<file path="config.mk">
export PLATFORM = sky130hd
export DESIGN_NAME = mips_multicycle_ctrl_flat
export DESIGN_NICKNAME = d
export VERILOG_FILES = /design/src/rtl/mips_multicycle_ctrl_pkg.sv /design/src/rtl/mips_multicycle_ctrl_if.sv /design/src/rtl/mips_multicycle_ctrl_timer.sv /design/src/rtl/mips_multicycle_ctrl.sv /design/src/flat_wrapper.sv
export SDC_FILE = /design/constraint.sdc
export NUM_CORES = 1
export LEC_CHECK = 0
export BUFFER_PORTS_ARGS = -buffer_cell sky130_fd_sc_hd__clkbuf_2
export CAP_MARGIN = 20
export CORE_AREA = 2 2 57 59
export DETAILED_ROUTE_END_ITERATION = 16
export DIE_AREA = 0 0 59 61
export GPL_ROUTABILITY_DRIVEN = 0
export MAX_ROUTING_LAYER = met4
export PLACE_DENSITY = 0.7
export RECOVER_POWER = 100
export SKIP_CTS_REPAIR_TIMING = 1
export SLEW_MARGIN = 30
export SYNTH_ARGS = -nofsm -noshare
export SYNTH_HDL_FRONTEND = slang
export SYNTH_SLANG_ARGS = --single-unit
</file>
<file path="constraint.sdc">
create_clock -name clk -period 2.1 [get_ports clk]
set_clock_uncertainty 0.2 [all_clocks]
set_input_delay 0.42 -clock clk [delete_from_list [all_inputs] [get_ports clk]]
set_output_delay 0.42 -clock clk [all_outputs]
set_load 0.05 [all_outputs]
</file>
<file path="src/rtl/mips_multicycle_ctrl_pkg.sv">
// Shared encodings for the multi-cycle MIPS control FSM: opcodes, ALU/mux selects,
// state numbering and trap codes.
package mips_ctrl_pkg;

  localparam logic [5:0] R_TYPE = 6'b000000;
  localparam logic [5:0] LW     = 6'b100011;
  localparam logic [5:0] SW     = 6'b101011;
  localparam logic [5:0] BEQ    = 6'b000100;
  localparam logic [5:0] ADDI   = 6'b001000;
  localparam logic [5:0] ANDI   = 6'b001100;
  localparam logic [5:0] ORI    = 6'b001101;
  localparam logic [5:0] SLTI   = 6'b001010;
  localparam logic [5:0] J      = 6'b000010;

  localparam logic [3:0] ALU_ADD   = 4'b0000;
  localparam logic [3:0] ALU_SUB   = 4'b0001;
  localparam logic [3:0] ALU_FUNCT = 4'b0010;
  localparam logic [3:0] ALU_AND   = 4'b0011;
  localparam logic [3:0] ALU_OR    = 4'b0100;
  localparam logic [3:0] ALU_SLT   = 4'b0101;

  localparam logic [1:0] SRCB_RT      = 2'b00;
  localparam logic [1:0] SRCB_FOUR    = 2'b01;
  localparam logic [1:0] SRCB_IMM     = 2'b10;
  localparam logic [1:0] SRCB_IMM_SH2 = 2'b11;

  localparam logic [1:0] PCSRC_ALU    = 2'b00;
  localparam logic [1:0] PCSRC_ALUOUT = 2'b01;
  localparam logic [1:0] PCSRC_JUMP   = 2'b10;

  localparam logic [1:0] TRAP_NONE    = 2'b00;
  localparam logic [1:0] TRAP_ILLEGAL = 2'b01;
  localparam logic [1:0] TRAP_TIMEOUT = 2'b10;

  typedef enum logic [3:0] {
    S_RST    = 4'd0,
    S_FETCH  = 4'd1,
    S_DECODE = 4'd2,
    S_MEMADR = 4'd3,
    S_MEMRD  = 4'd4,
    S_MEMWB  = 4'd5,
    S_MEMWR  = 4'd6,
    S_REXEC  = 4'd7,
    S_RWB    = 4'd8,
    S_BRANCH = 4'd9,
    S_IEXEC  = 4'd10,
    S_IWB    = 4'd11,
    S_JUMP   = 4'd12,
    S_TRAP   = 4'd13
  } state_t;

  typedef struct packed {
    logic       pc_write;
    logic       pc_write_cond;
    logic       i_or_d;
    logic       mem_read;
    logic       mem_write;
    logic       ir_write;
    logic       mem_to_reg;
    logic       reg_dst;
    logic       reg_write;
    logic       alu_src_a;
    logic [1:0] alu_src_b;
    logic [3:0] alu_op;
    logic [1:0] pc_source;
    logic       instr_done;
  } ctrl_t;

  // ALU operation for the immediate-arithmetic group; opcode is held through IWB.
  function automatic logic [3:0] imm_aluop(input logic [5:0] op);
    case (op)
      ANDI:    return ALU_AND;
      ORI:     return ALU_OR;
      SLTI:    return ALU_SLT;
      default: return ALU_ADD;
    endcase
  endfunction

endpackage

</file>
<file path="src/rtl/mips_multicycle_ctrl_if.sv">
// Controller <-> datapath bundle. Handshake: the memory raises mem_ready in the cycle a
// MemRead/MemWrite request completes; the controller holds its request until it sees it.
interface mips_multicycle_ctrl_if;
  logic [5:0] opcode;
  logic       mem_ready;
  logic       PCWrite;
  logic       PCWriteCond;
  logic       IorD;
  logic       MemRead;
  logic       MemWrite;
  logic       IRWrite;
  logic       MemtoReg;
  logic       RegDst;
  logic       RegWrite;
  logic       ALUSrcA;
  logic [1:0] ALUSrcB;
  logic [3:0] ALUop;
  logic [1:0] PCSource;
  logic       instr_done;

  modport master (
    input  opcode, mem_ready,
    output PCWrite, PCWriteCond, IorD, MemRead, MemWrite, IRWrite, MemtoReg,
           RegDst, RegWrite, ALUSrcA, ALUSrcB, ALUop, PCSource, instr_done
  );

  modport slave (
    output opcode, mem_ready,
    input  PCWrite, PCWriteCond, IorD, MemRead, MemWrite, IRWrite, MemtoReg,
           RegDst, RegWrite, ALUSrcA, ALUSrcB, ALUop, PCSource, instr_done
  );
endinterface

</file>
<file path="src/rtl/mips_multicycle_ctrl_timer.sv">
// Counts consecutive cycles spent waiting on memory; expired flags the last allowed wait cycle.
module mem_wait_timer #(
  parameter int MEM_TIMEOUT = 16,
  parameter int TW          = 8
) (
  input  logic clk,
  input  logic reset,
  input  logic count_en,
  input  logic clear,
  output logic expired
);

  logic [TW-1:0] count;

  always_ff @(posedge clk or negedge reset) begin
    if (!reset)        count <= '0;
    else if (clear)    count <= '0;
    else if (count_en) count <= count + 1'b1;
  end

  assign expired = (count == TW'(MEM_TIMEOUT - 1));

endmodule

</file>
<file path="src/rtl/mips_multicycle_ctrl.sv">
// Multi-cycle MIPS main control FSM with memory-wait timeout and sticky trap.
// Define MIPS_JUMP_EN to decode opcode 000010 (j) into the JUMP state.
module mips_multicycle_ctrl
  import mips_ctrl_pkg::*;
#(
  parameter int MEM_TIMEOUT = 16,
  parameter int TW          = 8
) (
  input  logic                   clk,
  input  logic                   reset,
  mips_multicycle_ctrl_if.master bus,
  output logic [1:0]             trap,
  output logic [3:0]             state
);

  state_t     cur, nxt;
  logic [1:0] trap_q, trap_nxt;
  logic       waiting, expired;
  ctrl_t      o;

  always_ff @(posedge clk or negedge reset) begin
    if (!reset) begin
      cur    <= S_RST;
      trap_q <= TRAP_NONE;
    end else begin
      cur    <= nxt;
      trap_q <= trap_nxt;
    end
  end

  always_comb begin
    nxt      = cur;
    trap_nxt = trap_q;
    case (cur)
      S_RST:    nxt = S_FETCH;
      S_FETCH: begin
        if (bus.mem_ready) nxt = S_DECODE;
        else if (expired) begin nxt = S_TRAP; trap_nxt = TRAP_TIMEOUT; end
      end
      S_DECODE: begin
        case (bus.opcode)
          LW, SW:                 nxt = S_MEMADR;
          R_TYPE:                 nxt = S_REXEC;
          BEQ:                    nxt = S_BRANCH;
          ADDI, ANDI, ORI, SLTI:  nxt = S_IEXEC;
`ifdef MIPS_JUMP_EN
          J:                      nxt = S_JUMP;
`endif
          default: begin nxt = S_TRAP; trap_nxt = TRAP_ILLEGAL; end
        endcase
      end
      S_MEMADR: nxt = (bus.opcode == LW) ? S_MEMRD : S_MEMWR;
      S_MEMRD: begin
        if (bus.mem_ready) nxt = S_MEMWB;
        else if (expired) begin nxt = S_TRAP; trap_nxt = TRAP_TIMEOUT; end
      end
      S_MEMWB:  nxt = S_FETCH;
      S_MEMWR: begin
        if (bus.mem_ready) nxt = S_FETCH;
        else if (expired) begin nxt = S_TRAP; trap_nxt = TRAP_TIMEOUT; end
      end
      S_REXEC:  nxt = S_RWB;
      S_RWB:    nxt = S_FETCH;
      S_BRANCH: nxt = S_FETCH;
      S_IEXEC:  nxt = S_IWB;
      S_IWB:    nxt = S_FETCH;
`ifdef MIPS_JUMP_EN
      S_JUMP:   nxt = S_FETCH;
`endif
      S_TRAP:   nxt = S_TRAP;
      default:  nxt = S_RST;
    endcase
  end

  // The counter restarts on any state change so each memory access gets its own budget.
  assign waiting = (cur == S_FETCH) || (cur == S_MEMRD) || (cur == S_MEMWR);

  mem_wait_timer #(.MEM_TIMEOUT(MEM_TIMEOUT), .TW(TW)) u_timer (
    .clk      (clk),
    .reset    (reset),
    .count_en (waiting && !bus.mem_ready),
    .clear    (bus.mem_ready || (nxt != cur)),
    .expired  (expired)
  );

  always_comb begin
    o = '0;
    case (cur)
      S_FETCH: begin
        o.mem_read = 1'b1;
        if (bus.mem_ready) begin
          o.ir_write  = 1'b1;
          o.pc_write  = 1'b1;
          o.alu_src_b = SRCB_FOUR;
          o.alu_op    = ALU_ADD;
          o.pc_source = PCSRC_ALU;
        end
      end
      S_DECODE: begin o.alu_src_b = SRCB_IMM_SH2; o.alu_op = ALU_ADD; end
      S_MEMADR: begin o.alu_src_a = 1'b1; o.alu_src_b = SRCB_IMM; o.alu_op = ALU_ADD; end
      S_MEMRD:  begin o.mem_read = 1'b1; o.i_or_d = 1'b1; end
      S_MEMWB:  begin o.reg_write = 1'b1; o.mem_to_reg = 1'b1; o.instr_done = 1'b1; end
      S_MEMWR: begin
        o.mem_write  = 1'b1;
        o.i_or_d     = 1'b1;
        o.instr_done = bus.mem_ready;
      end
      S_REXEC:  begin o.alu_src_a = 1'b1; o.alu_src_b = SRCB_RT; o.alu_op = ALU_FUNCT; end
      S_RWB:    begin o.reg_dst = 1'b1; o.reg_write = 1'b1; o.instr_done = 1'b1; end
      S_BRANCH: begin
        o.alu_src_a     = 1'b1;
        o.alu_src_b     = SRCB_RT;
        o.alu_op        = ALU_SUB;
        o.pc_write_cond = 1'b1;
        o.pc_source     = PCSRC_ALUOUT;
        o.instr_done    = 1'b1;
      end
      S_IEXEC: begin
        o.alu_src_a = 1'b1;
        o.alu_src_b = SRCB_IMM;
        o.alu_op    = imm_aluop(bus.opcode);
      end
      S_IWB: begin
        o.alu_src_a  = 1'b1;
        o.alu_src_b  = SRCB_IMM;
        o.alu_op     = imm_aluop(bus.opcode);
        o.reg_write  = 1'b1;
        o.instr_done = 1'b1;
      end
`ifdef MIPS_JUMP_EN
      S_JUMP:   begin o.pc_write = 1'b1; o.pc_source = PCSRC_JUMP; o.instr_done = 1'b1; end
`endif
      default:  o = '0;
    endcase
  end

  assign bus.PCWrite     = o.pc_write;
  assign bus.PCWriteCond = o.pc_write_cond;
  assign bus.IorD        = o.i_or_d;
  assign bus.MemRead     = o.mem_read;
  assign bus.MemWrite    = o.mem_write;
  assign bus.IRWrite     = o.ir_write;
  assign bus.MemtoReg    = o.mem_to_reg;
  assign bus.RegDst      = o.reg_dst;
  assign bus.RegWrite    = o.reg_write;
  assign bus.ALUSrcA     = o.alu_src_a;
  assign bus.ALUSrcB     = o.alu_src_b;
  assign bus.ALUop       = o.alu_op;
  assign bus.PCSource    = o.pc_source;
  assign bus.instr_done  = o.instr_done;
  assign trap            = trap_q;
  assign state           = cur;

endmodule

</file>
<file path="src/flat_wrapper.sv">
// flat-port wrapper written by rule: the top's interface ports become plain ports
module mips_multicycle_ctrl_flat import mips_ctrl_pkg::*;
#(
  parameter int MEM_TIMEOUT = 16,
  parameter int TW          = 8
)
  (clk, reset, trap, state, bus_opcode, bus_mem_ready, bus_PCWrite, bus_PCWriteCond, bus_IorD, bus_MemRead, bus_MemWrite, bus_IRWrite, bus_MemtoReg, bus_RegDst, bus_RegWrite, bus_ALUSrcA, bus_ALUSrcB, bus_ALUop, bus_PCSource, bus_instr_done);
  mips_multicycle_ctrl_if bus_i ();
  input  logic clk;
  input  logic reset;
  output logic [1:0] trap;
  output logic [3:0] state;
  input wire logic [$bits(bus_i.opcode)-1:0] bus_opcode;
  input wire logic [$bits(bus_i.mem_ready)-1:0] bus_mem_ready;
  output wire logic [$bits(bus_i.PCWrite)-1:0] bus_PCWrite;
  output wire logic [$bits(bus_i.PCWriteCond)-1:0] bus_PCWriteCond;
  output wire logic [$bits(bus_i.IorD)-1:0] bus_IorD;
  output wire logic [$bits(bus_i.MemRead)-1:0] bus_MemRead;
  output wire logic [$bits(bus_i.MemWrite)-1:0] bus_MemWrite;
  output wire logic [$bits(bus_i.IRWrite)-1:0] bus_IRWrite;
  output wire logic [$bits(bus_i.MemtoReg)-1:0] bus_MemtoReg;
  output wire logic [$bits(bus_i.RegDst)-1:0] bus_RegDst;
  output wire logic [$bits(bus_i.RegWrite)-1:0] bus_RegWrite;
  output wire logic [$bits(bus_i.ALUSrcA)-1:0] bus_ALUSrcA;
  output wire logic [$bits(bus_i.ALUSrcB)-1:0] bus_ALUSrcB;
  output wire logic [$bits(bus_i.ALUop)-1:0] bus_ALUop;
  output wire logic [$bits(bus_i.PCSource)-1:0] bus_PCSource;
  output wire logic [$bits(bus_i.instr_done)-1:0] bus_instr_done;
  assign bus_i.opcode = bus_opcode;
  assign bus_i.mem_ready = bus_mem_ready;
  assign bus_PCWrite = bus_i.PCWrite;
  assign bus_PCWriteCond = bus_i.PCWriteCond;
  assign bus_IorD = bus_i.IorD;
  assign bus_MemRead = bus_i.MemRead;
  assign bus_MemWrite = bus_i.MemWrite;
  assign bus_IRWrite = bus_i.IRWrite;
  assign bus_MemtoReg = bus_i.MemtoReg;
  assign bus_RegDst = bus_i.RegDst;
  assign bus_RegWrite = bus_i.RegWrite;
  assign bus_ALUSrcA = bus_i.ALUSrcA;
  assign bus_ALUSrcB = bus_i.ALUSrcB;
  assign bus_ALUop = bus_i.ALUop;
  assign bus_PCSource = bus_i.PCSource;
  assign bus_instr_done = bus_i.instr_done;
  mips_multicycle_ctrl #(.MEM_TIMEOUT(MEM_TIMEOUT), .TW(TW)) u_core (.clk(clk), .reset(reset), .bus(bus_i), .trap(trap), .state(state));
endmodule
</file>
==> summary.txt <==
Layout
  • Most frequent cells in the layout: buf_4 (47), nor2_1 (21), buf_6 (16), dfrtp_1 (10)
  • # diodes: 0
  • Share of cells above drive strength 1: 0.5242
  • Final #Nets: 259
  • Area growth from synthesis to layout: 76.79%
  • Fillcell total: 200
  • Commonest non-fill, non-tap cell in the layout: buf_4
  • Cell area after layout: 2258 sq um

Synthesis
  • Yosys top cell by area: dfrtp_1
  • Area contributors post-synth: dfrtp_1 (27%), nor2_1 (8.2%), nand2_1 (4.7%)
  • Cell area after synthesis: 1277 sq um
  • Yosys cell types: 44
  • Share of the synthesized area in the top cell type: 0.2742
  • Primary FF master, synth: dfrtp_1
  • Post-synth EDFFs: 0
  • Cells after Synth: 173
  • Warnings, synthesis: 0
  • #FFs+latches synth: 14
  • Register area share after synthesis: 0.2742
  • Fraction of registers with async set/reset: 1.000
  • Synth Area per Inst: 7.384 sq um

Placed design
  • HPWL after detailed placement: 3034 microns
  • Port bufs: 31
  • Dpl ws: -0.6665 ns
  • Placed inst area: 1847 sq um

Floorplanning
  • Initial Util: 0.4326
  • Die Area: 3599 sq um
  • FP Rows: 20
  • Core box area: 2953 sq um
  • Die Y: 61 microns
  • I/O pin total: 34
  • Die W: 59 microns

Route
  • Wire per inst: 16.49 microns
  • Antenna Nets Post-Route: 0
  • Routed wire length: 4635 microns
  • Vias per cell: 5.683
  • TritonRoute pass-1 iters: 4
  • # DRC: 0
  • Via Count: 1,597
  • DRT iter0 DRCs: 79

Critical path
  • Worst path bufs/invs: 1
  • Critical Path RT: 2.11 ns
  • CP max stage delay: 0.52 ns
  • Setup CP Type: primary input to flip-flop
  • CP Capture Type: flip-flop
  • Highest fanout seen on the critical path: 8
  • Nature of the critical path startpoint: primary input
  • CP top delay family: compound AO/OA/AOI/OAI gates
  • Arrival time worst endpoint: 2.43 ns
  • Crit-path slowest cell: or4_4
  • CP Cell Sequence: buf_6 -> or4_4 -> a211o_1 -> a2111o_1 -> a211oi_2 -> o2111ai_4 -> nor2_1

STA
  • Final slew viol count: 0
  • Setup violators final: 17
  • Final hold vios: 0
  • Worst slew margin: 0.4781
  • Min cycle time layout: 2.418 ns
  • Tcrit/Tclk final: 1.151
  • Min Hold Slack: 0.3242 ns
  • Final worst slack: -0.3178 ns
  • Max Fclk: 413.6 MHz
  • Actual slew at the worst max-slew pin: 0.7829 ns
  • RSZ-0062 raised after global routing: true

Clock tree
  • Register clock-pin slew on the reported worst setup and hold paths: 0.09 ns
  • Clock Latency Late Sink: 0.28 ns
  • CTS Sinks: 14
  • Max Buffers Root-to-Sink: 2
  • CTS tree: built
  • Number of buffers created by CTS: 3
  • H-tree depth: 1
  • Root Driver: clkbuf_4

Power and ir drop
  • Static Leakage: 0.9848 nW
  • Maximum VDD drop: 664.4 uV
  • Power Density: 1375 nW/um^2

Global route
  • First-pass GRT wire length: 6051 microns
  • Vias in the first global route: 1,411
  • Gr ovfl total: 0
  • GRT Total Usage: 0.2260
  • Largest net degree at the start of global routing: 17
  • Antenna violations before repair: 0

Job
  • Max_cap viols: 0

Status
  • Failing checks: negative setup slack
  • Status: finished with violations

Worst hold path
  • Hold WC Path Type: flip-flop to flip-flop
-- layout make-up --
class / count / area, sq um / share of cell area
Clock buffer: 4 / 36.28 / 0.01607
Inverter: 3 / 15.01 / 0.006648
Multi-Input combinational cell: 141 / 1065 / 0.4715
Sequential cell: 14 / 355.3 / 0.1573
Tap cell: 33 / 41.29 / 0.01828
Timing Repair Buffer: 86 / 745.7 / 0.3302
-- final timing paths --
path	startpoint	to	slack, ns	cells after the start
setup / recovery	bus_opcode[0]	u_core.u_timer.count[2]$_DFFE_PN0P_	-0.32	7
hold / removal	u_core.trap[0]$_DFFE_PN0P_	u_core.trap[0]$_DFFE_PN0P_	0.32	1
setup reg to reg	u_core.u_timer.count[0]$_DFFE_PN0P_	u_core.u_timer.count[2]$_DFFE_PN0P_	-0.20	7
hold reg to reg	u_core.trap[0]$_DFFE_PN0P_	u_core.trap[0]$_DFFE_PN0P_	0.32	1
max in group asynchronous	reset	u_core.state[0]$_DFF_PN0_	0.63	2
min in group asynchronous	reset	u_core.u_timer.count[6]$_DFFE_PN0P_	0.53	2
-- per-stage QoR --
stage          total power (W)  utilization  setup TNS (ns)  instances
3_3_place_gp          0.002271       0.6254          -5.156        257
4_1_cts               0.002504       0.6377          -5.496        261
5_1_grt               0.003258       0.7648          -4.626        281
3_5_place_dp          0.002305       0.6254          -5.869        257
6_report              0.003104       0.7648          -3.291        281
2_1_floorplan         0.001812            -          -5.258        174
-- cells by family (layout without fill, tap and decap cells) --
group	after synthesis	count (layout)	synth area share
simple gates	93	93	0.3741
compound gates	35	35	0.1949
buf+inv	19	93	0.07346
flops	14	14	0.2742
xor+xnor	8	8	0.05484
mux	2	2	0.01567
fa+ha+maj	1	1	0.009793
other cells	1	2	0.002935
-- registers in the layout (all words and copies together) (netlist names) --
name and count:
u_core.u_timer.count 8, u_core.state 4, u_core.trap 2
-- Yosys cell counts, types with 6 or more instances --
master and count:
nand3_1 7, nor2b_1 8, nor2_1 28, a21oi_1 10, clkbuf_1 9, dfrtp_1 14
o21ai_0 6, nand2b_1 6, nand2_1 16, nor3_1 7
-- worst register-to-register path, delay by kind of cell (launching register included) --
kind,cells,cell delay (ns)
and+or+nand+nor,2,0.37
DFF,1,0.40
adders and majority gates,1,0.23
AOI/OAI and AO/OA,4,1.04
-- metal layers --
| layer | wire length (microns) | track usage | vias to the layer above | part of all wire |
|---|---|---|---|---|
| li1 | - | - | 768 | - |
| met1 | 1887 | 0.2520 | 759 | 0.41 |
| met2 | 2496 | 0.4222 | 58 | 0.54 |
| met3 | 160 | 0.02132 | 12 | 0.035 |
| met4 | 91 | 0.07143 | 0 | 0.020 |
| met5 | 0 | - | - | 0 |
-- power breakdown --
part | internal (W) | switching (W) | total (W)
clock network | 0.000106 | 0.0000894 | 0.000195
registers | 0.000316 | 0.0000896 | 0.000405
logic | 0.00108 | 0.00143 | 0.00250
total | 0.00150 | 0.00161 | 0.00310
No activity file was read; power rests on OpenSTA's default activity.
